==> src/rtl/tile_dispatcher.sv <==
// Tile buffer between an upstream writer and the accumulator: fills n tiles,
// streams them out with valid/ready, then waits for the accumulator to finish.
//
// state    | meaning
// ---------+-----------------------------------------------------
// S_IDLE   | waiting for start; checks num_input_tiles
// S_FILL   | accepting n tiles from upstream into the buffer
// S_SEND   | offering buffered tiles to the accumulator in order
// S_WAIT_ACC | all tiles sent, waiting for act_load
module tile_dispatcher #(
  parameter int WIDTH           = 16,
  parameter int MAX_INPUT_TILES = 4,
  localparam int IW = (MAX_INPUT_TILES > 1) ? $clog2(MAX_INPUT_TILES) : 1,
  localparam int NW = $clog2(MAX_INPUT_TILES + 1),
  localparam int DW = 16 * WIDTH
) (
  input  logic          clk,
  input  logic          reset,
  input  logic          start,
  input  logic [3:0]    num_input_tiles,
  input  logic          wr_valid,
  output logic          wr_ready,
  input  logic [DW-1:0] wr_data,
  output logic          tile_valid,
  input  logic          tile_ready,
  output logic [DW-1:0] tile_data,
  output logic [IW-1:0] tile_idx,
  output logic          tile_last,
  input  logic          act_load,
  output logic          busy,
  output logic          done,
  output logic          cfg_err
);

  typedef enum logic [1:0] {S_IDLE, S_FILL, S_SEND, S_WAIT_ACC} state_t;

  localparam logic [4:0] MAXT = 5'(MAX_INPUT_TILES);

  state_t        r_state;
  logic [IW-1:0] r_wr_ptr;
  logic [IW-1:0] r_rd_ptr;
  logic [NW-1:0] r_n;
  logic          r_done;
  logic          r_cfg_err;
  logic [DW-1:0] r_buf [MAX_INPUT_TILES];

  logic [IW-1:0] w_last_ptr;
  logic          w_send;

  assign w_last_ptr = IW'(r_n - NW'(1));
  assign w_send     = (r_state == S_SEND);

  // Buffer is deliberately not reset; outputs are gated so stale data never leaks.
  always_ff @(posedge clk) begin
    if ((r_state == S_FILL) && wr_valid) begin
      r_buf[r_wr_ptr] <= wr_data;
    end
  end

  always_ff @(posedge clk or negedge reset) begin
    if (!reset) begin
      r_state   <= S_IDLE;
      r_wr_ptr  <= '0;
      r_rd_ptr  <= '0;
      r_n       <= '0;
      r_done    <= 1'b0;
      r_cfg_err <= 1'b0;
    end else begin
      r_done    <= 1'b0;
      r_cfg_err <= 1'b0;
      case (r_state)
        S_IDLE: begin
          if (start) begin
            if (num_input_tiles == 4'd0) begin
              r_cfg_err <= 1'b1;
            end else begin
              r_wr_ptr <= '0;
              r_rd_ptr <= '0;
              r_state  <= S_FILL;
              if ({1'b0, num_input_tiles} > MAXT) begin
                r_n       <= NW'(MAX_INPUT_TILES);
                r_cfg_err <= 1'b1;
              end else begin
                r_n <= NW'(num_input_tiles);
              end
            end
          end
        end
        S_FILL: begin
          if (wr_valid) begin
            if (r_wr_ptr == w_last_ptr) r_state <= S_SEND;
            else                        r_wr_ptr <= r_wr_ptr + IW'(1);
          end
        end
        S_SEND: begin
          if (tile_ready) begin
            if (r_rd_ptr == w_last_ptr) r_state <= S_WAIT_ACC;
            else                        r_rd_ptr <= r_rd_ptr + IW'(1);
          end
        end
        S_WAIT_ACC: begin
          if (act_load) begin
            r_state <= S_IDLE;
            r_done  <= 1'b1;
          end
        end
        default: r_state <= S_IDLE;
      endcase
    end
  end

  assign wr_ready   = (r_state == S_FILL);
  assign busy       = (r_state != S_IDLE);
  assign tile_valid = w_send;
  assign tile_data  = w_send ? r_buf[r_rd_ptr] : '0;
  assign tile_idx   = w_send ? r_rd_ptr : '0;
  assign tile_last  = w_send && (r_rd_ptr == w_last_ptr);
  assign done       = r_done;
  assign cfg_err    = r_cfg_err;

endmodule

==> config.mk <==
export PLATFORM = sky130hd
export DESIGN_NAME = tile_dispatcher
export DESIGN_NICKNAME = d
export VERILOG_FILES = /design/src/rtl/tile_dispatcher.sv
export SDC_FILE = /design/constraint.sdc
export NUM_CORES = 1
export LEC_CHECK = 0
export ABC_AREA = 1
export BUFFER_PORTS_ARGS = -buffer_cell sky130_fd_sc_hd__buf_2
export CAP_MARGIN = 20
export CORE_ASPECT_RATIO = 0.9
export CORE_MARGIN = 2
export CORE_UTILIZATION = 60
export DETAILED_ROUTE_END_ITERATION = 10
export PLACE_DENSITY = 0.82
export SLEW_MARGIN = 20
export SYNTH_ARGS = -nofsm -noshare
export SYNTH_HDL_FRONTEND = slang
export SYNTH_SLANG_ARGS = --single-unit
==> constraint.sdc <==
create_clock -name clk -period 32.6 [get_ports clk]
set_input_delay 3.26 -clock clk [delete_from_list [all_inputs] [get_ports clk]]
set_output_delay 3.26 -clock clk [all_outputs]
set_load 0.01 [all_outputs]
==> out/results.txt <==
status: complete, no violations
GRT overflow: 0
dpl hpwl: 52200 um
total negative setup slack: 0 ns
Critical-path top delay cell: buf_4
VDD IR-drop max: 0.0000694 V
DRC viols: 0
Net Count, Synth: 3413
# Post-CTS Setup Buffers: 0
core area: 65900 sq um
origin of the critical flop-to-flop path: r_state[1]
Area Overhead vs Synth: 15.6%
post-CTS sizing: 0
Clk pin slew, worst setup/hold paths: 0.06 ns
synthesized flop and latch total: 1034
Final #Nets: 3872
max frequency: 126 MHz
first-pass GRT wire length: 141000 um
drt pass-1 iters: 5
worst reg2reg path depth: 7
worst hold stages: 2
DIE AREA: 69000 sq um
Critical Path Sink Type: output pin
Via Count: 26300
LEAKAGE: 16.8 nW
area leader, netlist: edfxtp_1
syn avg cell area: 12.8 sq um
synthesized instance count: 3138
gp weighted congestion: 0.821
initial antenna violation count: 39
Final Hold Vio Count: 0
Final ANT Viol Nets: 0
Total GRT Usage: 26.4%
Worst Min Path Start: r_state[0]
largest net degree at the start of global routing: 222
IO Port Bufs: 529
crit-path max cell delay: 0.87 ns
CP Cell Sequence: inv_8, buf_4, buf_4, nor2_1, o21ai_0, a21oi_1, buf_2
Clock Skews: 0.0264 ns
CP Max Fanout: 122
R2R setup slack: 28.08 ns
CTS Hold Bufs: 0
Tmin final: 7.92 ns
sequential area share after synthesis: 77.2%
Setup Crit Path Kind: flop to output pin
leading cell types by total area after synthesis: edfxtp_1 77%, nor2_1 9.7%, o21ai_0 5.3%
critical path launch point type: flop
clk sink count: 1034
max-cap violations: 0
DRT Wirelength: 94000 um
Initial Utilization: 60.9%
worst path arrival time: 4.66 ns
max_slew headroom: 24.5%
Mapped Area: 40100 sq um
Initial DRC Count: 3120
# IOs: 530
std cell rows: 89
Wirelength per Cell: 20.5 um
RSZ-0062 raised after global routing: no
clk_lat worst skew: 0.66 ns
layout cells sized above 1: 18.9%
Placed Area: 43300 sq um
Min-Delay Endpoint: r_state[0]
Die Span Y: 249 um
final setup vio count: 0
commonest non-fill, non-tap cell in the layout: nor2_1
post-synth top area share: 76.6%
reg-to-reg endpoint: r_buf[1][166]
power per cell area: 75.5 nW/um^2
CTS Root Cell: clkbuf_16
commonest cells after routing, fill and taps aside: 1030 x nor2_1, 1024 x edfxtp_1, 529 x buf_2, 422 x o21ai_0, 256 x a21oi_1
Synth cell types: 20
Crit path top cell by count: buf_4
worst hold path type: flop to flop
CTS tree: done
Die X: 277 um
YS warnings: 0
required time worst endpoint: 29.34 ns
CTS buffer count: 97
final cycle utilization of the critical path: 24.3%
Max clock buf depth: 3
routed vias/inst: 5.75
Slew Viols, Final: 0
Worst Tran Pin Value: 1.13 ns
post-route cell area: 46400 sq um
vias in the first global route: 24900
htree depth: 3
report_power, final:
part	leakage (nW)	switching, mW	internal (mW)
clock network	1.45	0.467	0.594
logic	5.94	0.588	0.237
registers	9.38	0.0383	1.58
total	16.8	1.09	2.41
metal layers:
| metal | wire, um | part of all wire (%) | vias up | track usage (%) |
|---|---|---|---|---|
| li1 | - | - | 12100 | - |
| met1 | 35200 | 37 | 12700 | 34.3 |
| met2 | 46700 | 50 | 1266 | 43.1 |
| met3 | 8860 | 9.4 | 207 | 6.68 |
| met4 | 3080 | 3.3 | 26 | 10.3 |
| met5 | 179 | 0.19 | - | 0 |
how the worst max path moves through the flow:
stage	start	to
floorplan	wr_valid	r_buf[0][0]
global placement	wr_valid	r_buf[1][180]
detailed placement	wr_valid	r_buf[1][126]
CTS	r_rd_ptr[1]	tile_data[172]
global route	r_rd_ptr[1]	tile_data[137]
finish	r_rd_ptr[1]	tile_data[172]
metrics by stage:
stage                     power, mW  cells  worst slack [ns]  util [%]  hold slack [ns]
final                          3.50   4574             24.68      70.4            0.560
after detailed placement       2.46   4361             25.09      65.7            0.535
after global placement         2.43   4361             25.12      65.7            0.530
after global routing           3.65   4564             24.53      70.3            0.575
after floorplan                2.19   3138             17.75         -            0.491
after CTS                      3.50   4539             24.75      70.2            0.551
registers in the layout (all words and copies together) (netlist names):
signal	cells
r_buf	1024
r_n	2
r_rd_ptr	2
r_state	2
r_wr_ptr	2
cfg_err	1
done	1
synthesized netlist by cell type:
library cell	n
nor2_1	1034
edfxtp_1	1024
o21ai_0	422
a21oi_1	256
clkbuf_1	104
o21ai_1	95
buf_2	52
nand2_1	38
inv_1	26
buf_1	21
buf_4	21
nand3_1	12
dfrtp_1	10
ha_1	9
nand4_1	6
inv_2	3
or2_2	2
o211ai_1	1
o21bai_1	1
xor2_1	1
worst max-delay path, delay by kind of cell (launching register included):
kind,cells,cell delay [ns]
AOI/OAI and AO/OA,2,0.30
buffers and inverters,4,2.54
DFF,1,0.73
and+or+nand+nor,1,0.17
kinds of logic (layout without fill, tap and decap cells):
| kind of cell | after synthesis | after routing | synth area share [%] |
|---|---|---|---|
| buf+inv | 227 | 765 | 2.48 |
| simple gates | 1092 | 1092 | 10.3 |
| xor+xnor | 1 | 1 | 0.0218 |
| other cells | 0 | 34 | 0 |
| fa+ha+maj | 9 | 9 | 0.281 |
| compound gates | 775 | 775 | 9.68 |
| flops | 1034 | 1034 | 77.2 |
cell type report:
| class | instances | area, sq um |
|---|---|---|
| Antenna cell | 34 | 85.1 |
| Sequential cell | 1034 | 31000 |
| Timing Repair Buffer | 558 | 2920 |
| Clock buffer | 123 | 2550 |
| Inverter | 29 | 131 |
| Multi-Input combinational cell | 1877 | 8170 |
| Fill cell | 4139 | 19500 |
| Tap cell | 864 | 1080 |
| Clock inverter | 55 | 442 |
Power figures use the tool's default switching activity.
